$ cat src/rtl/module_uart_engine.sv
// -----------------------------------------------------------------------------
// module_uart_engine
//
// UART-side engine behind a two-register UART block:
//   reg0 = control/status, reg1 = data.
//
// The engine reads the current register contents on ctrl_i and data_i.
// It serialises the TX byte onto tx_o and deserialises rx_i into a byte.
// It returns results through its own write ports:
//   - clears SEND after a TX frame,
//   - sets NEW_RX or FERR after an RX frame,
//   - writes the received byte into reg1.
// The bus side sets SEND and clears NEW_RX/FERR. This block never drives them.
//
// Framing is 8N1, LSB first.
//
// Ports
//   clk_i      in   1   single clock
//   rst_i      in   1   synchronous, active-low reset
//   ctrl_i     in   32  reg0: [0]=SEND, [1]=NEW_RX, [2]=FERR, [31:3] bus-owned
//   data_i     in   32  reg1: [DATA_BITS-1:0] = TX byte
//   rx_i       in   1   serial input, asynchronous, idle high
//   tx_o       out  1   serial output, idle high
//   wr_ctrl_o  out  1   one-cycle write strobe for reg0
//   ctrl_o     out  32  reg0 write value (0 when wr_ctrl_o is 0)
//   wr_data_o  out  1   one-cycle write strobe for reg1
//   data_o     out  32  reg1 write value (0 when wr_data_o is 0)
// -----------------------------------------------------------------------------
module module_uart_engine #(
  parameter int BAUD_DIV  = 1042,
  parameter int DATA_BITS = 8
) (
  input  logic        clk_i,
  input  logic        rst_i,
  input  logic [31:0] ctrl_i,
  input  logic [31:0] data_i,
  input  logic        rx_i,
  output logic        tx_o,
  output logic        wr_ctrl_o,
  output logic [31:0] ctrl_o,
  output logic        wr_data_o,
  output logic [31:0] data_o
);

  localparam int CW = $clog2(BAUD_DIV);
  localparam int BW = (DATA_BITS > 1) ? $clog2(DATA_BITS) : 1;

  localparam logic [CW-1:0] CNT_LAST = CW'(BAUD_DIV - 1);
  localparam logic [CW-1:0] CNT_HALF = CW'(BAUD_DIV / 2 - 1);
  localparam logic [BW-1:0] BIT_LAST = BW'(DATA_BITS - 1);

  typedef enum logic [2:0] {
    TX_IDLE,
    TX_START,
    TX_DATA,
    TX_STOP,
    TX_DONE
  } tx_state_t;

  typedef enum logic [1:0] {
    RX_IDLE,
    RX_START,
    RX_DATA,
    RX_STOP
  } rx_state_t;

  // TX datapath
  tx_state_t            tx_state_q, tx_state_d;
  logic [CW-1:0]        tx_cnt_q, tx_cnt_d;
  logic [BW-1:0]        tx_bit_q, tx_bit_d;
  logic [DATA_BITS-1:0] tx_sh_q, tx_sh_d;
  logic                 tx_line_q, tx_line_d;
  logic                 tx_tick;
  logic                 tx_done;

  // RX datapath
  rx_state_t            rx_state_q, rx_state_d;
  logic [CW-1:0]        rx_cnt_q, rx_cnt_d;
  logic [BW-1:0]        rx_bit_q, rx_bit_d;
  logic [DATA_BITS-1:0] rx_sh_q, rx_sh_d;
  logic [1:0]           rx_sync_q;
  logic                 rx_s;
  logic                 rx_tick;
  logic                 rx_done;
  logic                 rx_ferr;

  // Only the low DATA_BITS of reg1 feed the transmitter.
  logic unused_data_hi;
  assign unused_data_hi = ^data_i[31:DATA_BITS];

  assign tx_tick = (tx_cnt_q == CNT_LAST);
  assign rx_tick = (rx_cnt_q == CNT_LAST);
  assign rx_s    = rx_sync_q[1];

  // ---------------------------------------------------------------------------
  // Sequential state
  // ---------------------------------------------------------------------------
  // NOTE: state registers use non-blocking assignments so every flop samples
  // the pre-edge value of every other flop, whatever the statement order.
  always_ff @(posedge clk_i) begin
    if (!rst_i) begin
      tx_state_q <= TX_IDLE;
      tx_cnt_q   <= '0;
      tx_bit_q   <= '0;
      tx_sh_q    <= '0;
      tx_line_q  <= 1'b1;
      rx_state_q <= RX_IDLE;
      rx_cnt_q   <= '0;
      rx_bit_q   <= '0;
      rx_sh_q    <= '0;
      rx_sync_q  <= 2'b11;
    end else begin
      tx_state_q <= tx_state_d;
      tx_cnt_q   <= tx_cnt_d;
      tx_bit_q   <= tx_bit_d;
      tx_sh_q    <= tx_sh_d;
      tx_line_q  <= tx_line_d;
      rx_state_q <= rx_state_d;
      rx_cnt_q   <= rx_cnt_d;
      rx_bit_q   <= rx_bit_d;
      rx_sh_q    <= rx_sh_d;
      rx_sync_q  <= {rx_sync_q[0], rx_i};
    end
  end

  // ---------------------------------------------------------------------------
  // TX next-state
  // ---------------------------------------------------------------------------
  // NOTE: every signal gets a default before the case statement. This keeps
  // the block free of inferred latches even when a branch skips an assignment.
  always_comb begin
    tx_state_d = tx_state_q;
    tx_cnt_d   = tx_tick ? '0 : tx_cnt_q + CW'(1);
    tx_bit_d   = tx_bit_q;
    tx_sh_d    = tx_sh_q;
    tx_done    = 1'b0;

    unique case (tx_state_q)
      TX_IDLE: begin
        tx_cnt_d = '0;
        // The byte is captured here. Later writes to reg1 cannot disturb the
        // frame in flight.
        if (ctrl_i[0]) begin
          tx_sh_d    = data_i[DATA_BITS-1:0];
          tx_state_d = TX_START;
        end
      end
      TX_START: begin
        if (tx_tick) begin
          tx_bit_d   = '0;
          tx_state_d = TX_DATA;
        end
      end
      TX_DATA: begin
        if (tx_tick) begin
          tx_sh_d = tx_sh_q >> 1;
          if (tx_bit_q == BIT_LAST) begin
            tx_state_d = TX_STOP;
          end else begin
            tx_bit_d = tx_bit_q + BW'(1);
          end
        end
      end
      TX_STOP: begin
        if (tx_tick) begin
          tx_state_d = TX_DONE;
        end
      end
      TX_DONE: begin
        // SEND is cleared by this cycle's write. The cleared value is back on
        // ctrl_i by the time IDLE samples it again.
        tx_done    = 1'b1;
        tx_cnt_d   = '0;
        tx_state_d = TX_IDLE;
      end
      default: tx_state_d = TX_IDLE;
    endcase

    // The line level is decoded from the next state and then registered. This
    // keeps tx_o glitch-free and aligned with tx_state_q.
    tx_line_d = 1'b1;
    if (tx_state_d == TX_START) begin
      tx_line_d = 1'b0;
    end else if (tx_state_d == TX_DATA) begin
      tx_line_d = tx_sh_d[0];
    end
  end

  assign tx_o = tx_line_q;

  // ---------------------------------------------------------------------------
  // RX next-state
  // ---------------------------------------------------------------------------
  always_comb begin
    rx_state_d = rx_state_q;
    rx_cnt_d   = rx_tick ? '0 : rx_cnt_q + CW'(1);
    rx_bit_d   = rx_bit_q;
    rx_sh_d    = rx_sh_q;
    rx_done    = 1'b0;
    rx_ferr    = 1'b0;

    unique case (rx_state_q)
      RX_IDLE: begin
        rx_cnt_d = '0;
        if (!rx_s) begin
          rx_state_d = RX_START;
        end
      end
      RX_START: begin
        // Re-check the start bit at mid-bit. A line already high again is
        // treated as a glitch and produces no write.
        if (rx_cnt_q == CNT_HALF) begin
          rx_cnt_d = '0;
          if (rx_s) begin
            rx_state_d = RX_IDLE;
          end else begin
            rx_bit_d   = '0;
            rx_state_d = RX_DATA;
          end
        end
      end
      RX_DATA: begin
        if (rx_tick) begin
          rx_sh_d = {rx_s, rx_sh_q[DATA_BITS-1:1]};
          if (rx_bit_q == BIT_LAST) begin
            rx_state_d = RX_STOP;
          end else begin
            rx_bit_d = rx_bit_q + BW'(1);
          end
        end
      end
      RX_STOP: begin
        // Returning to IDLE in the sampling cycle lets a start bit that
        // follows immediately be accepted.
        if (rx_tick) begin
          rx_state_d = RX_IDLE;
          if (rx_s) begin
            rx_done = 1'b1;
          end else begin
            rx_ferr = 1'b1;
          end
        end
      end
      default: rx_state_d = RX_IDLE;
    endcase
  end

  // ---------------------------------------------------------------------------
  // Register write-back
  // ---------------------------------------------------------------------------
  // TX and RX completions in the same cycle merge into one reg0 write. This
  // way neither update overwrites the other.
  assign wr_ctrl_o = tx_done | rx_done | rx_ferr;
  assign wr_data_o = rx_done;

  always_comb begin
    ctrl_o = '0;
    if (wr_ctrl_o) begin
      ctrl_o[31:3] = ctrl_i[31:3];
      ctrl_o[2]    = rx_ferr | ctrl_i[2];
      ctrl_o[1]    = rx_done | ctrl_i[1];
      ctrl_o[0]    = ctrl_i[0] & ~tx_done;
    end
  end

  // A new byte is written even if NEW_RX is still set; there is no overrun flag.
  always_comb begin
    data_o = '0;
    if (rx_done) begin
      data_o[DATA_BITS-1:0] = rx_sh_q;
    end
  end

endmodule
$ cat config.mk
export PLATFORM = sky130hd
export DESIGN_NAME = module_uart_engine
export DESIGN_NICKNAME = d
export VERILOG_FILES = /design/src/rtl/module_uart_engine.sv
export SDC_FILE = /design/constraint.sdc
export NUM_CORES = 1
export LEC_CHECK = 0
export ABC_AREA = 1
export CAP_MARGIN = 30
export CELL_PAD_IN_SITES_DETAIL_PLACEMENT = 1
export CELL_PAD_IN_SITES_GLOBAL_PLACEMENT = 2
export CORE_ASPECT_RATIO = 0.9
export CORE_MARGIN = 4
export CORE_UTILIZATION = 19
export DETAILED_ROUTE_END_ITERATION = 8
export HOLD_SLACK_MARGIN = 0.05
export PLACE_DENSITY = 0.81
export SYNTH_ARGS = -nofsm -noshare
export SYNTH_HDL_FRONTEND = slang
export SYNTH_SLANG_ARGS = --single-unit
$ cat constraint.sdc
create_clock -name clk_i -period 1.8 [get_ports clk_i]
set_input_delay 0.54 -clock clk_i [delete_from_list [all_inputs] [get_ports clk_i]]
set_output_delay 0.54 -clock clk_i [all_outputs]
set_load 0.01 [all_outputs]
* Yosys cells after proc, flatten, opt, wreduce, memory -nomap -nowiden
Index checks and enable logic that the tools add are counted.
Cells by class: add/subtract/negate cells 4, equality and inequality tests 25, muxes and demuxes 39, bitwise logic cells 7, reduce and logical (&&, ||, !) cells 11
Operators with widths (count):
- 2-to-1 mux 3 bit | 12
- 2-to-1 mux 32 bit | 1
- 2-to-1 mux 8 bit | 3
- adder 11 x 1 -> 11 bit (second input constant) | 2
- == test 11 bit (second input constant) | 2
- 2-to-1 mux 11 bit | 2
- inequality test 2 bit (second input constant) | 11
- case mux 11 bit (2 select lines) | 1
- case mux 8 bit (2 select lines) | 1
- 2-to-1 mux 2 bit | 6
- case mux 3 bit (2 select lines) | 2
- case mux 3 bit (4 select lines) | 1
- == test 11 x 10 -> 1 bit (second input constant) | 1
- AND reduction 5 bit | 2
- == test 3 x 2 -> 1 bit (second input constant) | 3
- == test 3 bit (second input constant) | 3
- 2-to-1 mux 1 bit | 9
- case mux 2 bit (4 select lines) | 1
- adder 3 x 1 -> 3 bit (second input constant) | 2
- == test 3 x 1 -> 1 bit (second input constant) | 2
- nonzero test 2 bit | 3
- == test 2 bit (second input constant) | 2
- bitwise OR 1 bit | 4
- AND reduction 4 bit | 1
- other kinds (8) | 9
Word-level totals: flip-flop bits (word level) 52, input port bits 67, output and inout port bits 67, word-level logic and storage cells 97

* Longest topological paths before layout
depth in word-level cells 7, depth in mapped cells 13, depth with buffers taken out 13

* Least setup slack after synthesis
Ideal clock, no wire load.
path kind flip-flop to output port, from reg rx_cnt_q[1], to out ctrl_o[21], data arrival time 1.459 ns, required time 1.260 ns, slack -0.199 ns, cell stages (with the launch flop) 11, path buffers 2, path through dfxtp_1 -> inv_1 -> ha_1 -> nand4_1 -> nor2_1 -> nand3_2 -> o21ai_2 -> inv_2 -> buf_6 -> buf_6 -> nor2_1
On the way: cells in the longest elaborated chain, start to end 6, elaborated cells on any way between the ends 8, classes of those cells eq/ne: 1; mux: 5; bitwise: 2
Ends and longest elaborated chain:
- from (decl) | line 78 | logic [CW-1:0] rx_cnt_q, rx_cnt_d;
- from (signal assigned) | line 119 | rx_cnt_q <= rx_cnt_d;
- == test 11 bit (*) | line 92 | assign rx_tick = (rx_cnt_q == CNT_LAST);
- 2-to-1 mux 1 bit | line 235 | if (rx_tick) begin
- 2-to-1 mux 1 bit | line 202 | unique case (rx_state_q)
- bitwise OR 1 bit | line 253 | assign wr_ctrl_o = tx_done | rx_done | rx_ferr;
- bitwise OR 1 bit (*) | line 253
- net wr_ctrl_o | line 39 | output logic wr_ctrl_o,
- 2-to-1 mux 32 bit (*) | line 258 | if (wr_ctrl_o) begin
- to (decl) | line 40 | output logic [31:0] ctrl_o,
Mark *: on every way through the listed nets, which the timed path passes. The rest lies on a longest branch.

* Final worst setup path
from reg rx_cnt_q[1], to out ctrl_o[9]
On the way: cells in the longest elaborated chain, start to end 6, elaborated cells on any way between the ends 8, classes of those cells eq/ne: 1; mux: 5; bitwise: 2
Ends and longest elaborated chain (line):
- == test 11 bit (*) | 92
- 2-to-1 mux 1 bit | 235
- 2-to-1 mux 1 bit | 202
- bitwise OR 1 bit | 253
- bitwise OR 1 bit (*) | 253
- 2-to-1 mux 32 bit (*) | 258
Mark *: on every way between the ends. The rest lies on a longest branch, timed or not.

==> impl_metrics.json <==
{
  "fin_skew_ps": 5.975,
  "seq_area_sq_um": 1044,
  "timing.hold.worst.class": "flop to flop",
  "rr_endpoint": "rx_bit_q[0]$_SDFFE_PN0P_",
  "worstRegToRegCells": 11,
  "fin_crit_sh": 1.345,
  "insertion_delay_of_the_later_clocked_pin_in_the_worst_skew_pair_ps": 290,
  "rows": 42,
  "number_of_antenna_violations_at_the_first_check_in_global_routing": 0,
  "final_layout_size_suffix_gt1_frac": 0.2732,
  "timing.critical_path.slowest_cell_delay_ps": 330,
  "synthMostInstantiatedCell": "sky130_fd_sc_hd__nor2_1",
  "worst_hold_slack_ps": 420.2,
  "layout.nets": 646,
  "grt_setup_unrepaired": "true",
  "criticalPathCategory": "flop to primary output",
  "start_kind": "flop",
  "detail_route.vias_per_cell": 4.010,
  "layout_setup_ws_ps": -620.8,
  "detail_route.wirelength_um": 9188,
  "cts_root_buf": "sky130_fd_sc_hd__clkbuf_16",
  "cts-buffers-inserted": 5,
  "final-max-slew-violation-count": 0,
  "library_cell_contributing_the_largest_single_delay_on_the_critical_path": "sky130_fd_sc_hd__dfxtp_2",
  "cp_num_buf_inv": 5,
  "flow.area_growth_from_synthesis_pct": 60.61,
  "synthArstFlopShare": 0,
  "postLayoutCoreUtil": 0.3148,
  "required_arrival_time_at_the_worst_endpoint_ps": 1260,
  "cellPowerDensity_nw_per_um2": 536.8,
  "synthTopCellsByArea": "sky130_fd_sc_hd__dfxtp_1 (36%), sky130_fd_sc_hd__nor2_1 (11%), sky130_fd_sc_hd__inv_1 (10%)",
  "critical_path.max_fanout": 7,
  "congestion_overflow_gr": 0,
  "final.fill_count": 1836,
  "grt_util_all_layers": 0.1037,
  "vdd_ir_drop_max_v": 0.0003867,
  "core_area_sq_um": 14920,
  "cts_buffer_depth": 2,
  "syn_area_per_cell_sq_um": 6.679,
  "dr_total_vias": 3084,
  "synth-edff-count": 0,
  "worst_hold_startpoint": "rx_sync_q[0]$_SDFF_PN1_",
  "drtPass1Iterations": 6,
  "ff2ff_setup_slack_ps": 110,
  "route.antenna.remaining_nets": 0,
  "first_global_vias": 3221,
  "htree_num_levels": 2,
  "dr.first_iter.drc_count": 58,
  "yosys_warnings": 0,
  "cp_data_arrival_time_ps": 1880,
  "port-buffer-count": 85,
  "synth.ff_latch_count": 52,
  "critical_path_s_top_delay_family": "buffers and inverters",
  "timing_hold_violations_final": 0,
  "hpwl_detailed_um": 7112,
  "dp_cells": 751,
  "timing.rr.start": "rx_cnt_q[1]$_SDFF_PN0_",
  "max_cap_viol_count": 0,
  "yosysSeqAreaShare": 0.3559,
  "run_status": "complete, but fails checks",
  "first_pass_grt_wire_length_um": 15460,
  "gp_congestion": 0.8305,
  "die_area_sq_um": 17450,
  "violations": "setup timing",
  "floorplan.initialDensity": 0.1960,
  "synth_top_cell_area_share": 0.3559,
  "grt_start_max_net_pins": 20,
  "detail_route.drc_violations": 0,
  "finalPower_mw": 2.522,
  "synth.lib_cells_used.distinct": 32,
  "whs_endpoint": "rx_sync_q[1]$_SDFF_PN1_",
  "maximum_clock_frequency_mhz": 413.1,
  "post_synth_most_frequent_cells": "sky130_fd_sc_hd__nor2_1 (89), sky130_fd_sc_hd__inv_1 (81), sky130_fd_sc_hd__nand2_1 (59)",
  "cell_taking_the_most_area_after_synthesis": "sky130_fd_sc_hd__dfxtp_1",
  "post_synth_instance_area_sq_um": 2925,
  "dp_worst_setup_slack_ps": -664.5,
  "endpoint_kind": "primary output",
  "ys_flop_type": "sky130_fd_sc_hd__dfxtp_1",
  "leak_pwr_nw": 2.070,
  "multi_input_comb_area_sq_um": 1672,
  "num_io_pins": 134,
  "fin_crit_period_ps": 2421,
  "clock_sinks": 52,
  "worst_setup_hold_path_clk_slew_ps": 70,
  "path_cells": "inv_2 > ha_4 > nand4_1 > nor2_2 > nand3_2 > buf_6 > o21ai_4 > inv_6 > buf_16 > nor2_1 > buf_2",
  "die_outline_height_um": 125.7,
  "n_antenna_cell": 0,
  "timing.final.setup_violations": 42,
  "stdcell_count": 769,
  "horiz_die_dim_um": 138.8,
  "hold-path-cell-count": 1,
  "detail_route.wl_per_cell_um": 11.95,
  "synthCells": 438,
  "cts_tree": "yes"
}
[per-stage QoR]
stage	setup TNS (ps)	instance area (sq um)
after floorplan	-2244	3172
after global placement	-22970	4343
after detailed placement	-25330	4343
after CTS	-24700	4623
after global routing	-27850	4698
final	-22690	4698
[cell families after synthesis]
group,after synthesis,synth area share
AND/OR/NAND/NOR,201,0.2951
buffers and inverters,115,0.1873
AO/OA/AOI/OAI,53,0.1009
flip-flops,52,0.3559
adder cells (fa/ha/maj),9,0.03850
XOR/XNOR,7,0.02096
other,1,0.001282
[cell type report]
class	count	area share
clock buffer	6	0.02743
multi-input combinational	294	0.3558
clock inverter	2	0.003462
sequential	52	0.2221
inverter	82	0.06711
tap	198	0.05273
timing repair buffer	135	0.2714
[layout by cell type, fill, tap and decap left out, drive strengths merged]
cell and instances:
a211oi 1, a21oi 23, a22oi 6, a31oi 1, and3 2, buf 92
clkbuf 6, clkdlybuf4s50 43, clkinv 1, clkinvlp 1, conb 24, dfxtp 52
ha 9, inv 82, nand2 59, nand3 20, nand3b 1, nand4 9
nor2 93, nor3 10, nor3b 2, nor4 1, o21ai 19, o21bai 2
o31ai 1, or2 4, xnor2 3, xor2 4
[how the worst max path moves through the flow]
stage / start / end / slack, ps / cells after the start
after floorplan: rx_cnt_q[1]$_SDFF_PN0_ / ctrl_o[21] / -120 / 10
after global placement: rx_cnt_q[1]$_SDFF_PN0_ / ctrl_o[2] / -590 / 8
after detailed placement: rx_cnt_q[1]$_SDFF_PN0_ / ctrl_o[3] / -660 / 10
after CTS: rx_cnt_q[1]$_SDFF_PN0_ / ctrl_o[4] / -640 / 11
after global routing: rx_cnt_q[1]$_SDFF_PN0_ / ctrl_o[4] / -740 / 11
final: rx_cnt_q[1]$_SDFF_PN0_ / ctrl_o[9] / -620 / 11
[registers in the layout (all words and copies together), names as in the netlist, named ones only]
signal,cells
rx_sync_q,2
rx_state_q,1
rx_cnt_q,11
tx_bit_q,3
tx_o,1
tx_state_q,3
tx_cnt_q,11
rx_bit_q,3
rx_sh_q,8
tx_sh_q,8
[repair_timing]
| action | CTS | global route |
|---|---|---|
| gates cloned | 3 | 0 |
| gates resized for setup | 222 | 14 |
| setup buffers | 5 | 4 |
| hold buffers | 0 | 0 |
| pin swaps | 6 | 4 |
| endpoints found under the setup margin | 42 | 54 |
[where the power goes]
group / switching, mW / total [mW] / internal, mW
registers: 0.0162 / 1.19 / 1.18
clock network: 0.442 / 0.962 / 0.520
logic: 0.185 / 0.366 / 0.181
total: 0.644 / 2.52 / 1.88
[worst register-to-register path, cell delays in order (launching register included)]
cell and delay, ps:
sky130_fd_sc_hd__dfxtp_2 330, sky130_fd_sc_hd__inv_2 70, sky130_fd_sc_hd__buf_4 110, sky130_fd_sc_hd__buf_4 90, sky130_fd_sc_hd__buf_4 100, sky130_fd_sc_hd__ha_1 120
sky130_fd_sc_hd__nand4_1 80, sky130_fd_sc_hd__o21bai_1 210, sky130_fd_sc_hd__buf_4 190, sky130_fd_sc_hd__nand3_1 120, sky130_fd_sc_hd__nor2_1 120, sky130_fd_sc_hd__nor2_1 50
[routing by layer]
metal  wire length, um  global-route usage  vias up
li1                  -                   -     1570
met1              4294              0.1316     1423
met2              4400              0.1877       89
met3               477             0.02350        2
met4                15            0.008631        0
met5                 0                   0        -
No activity file was read; power rests on OpenSTA's default activity.
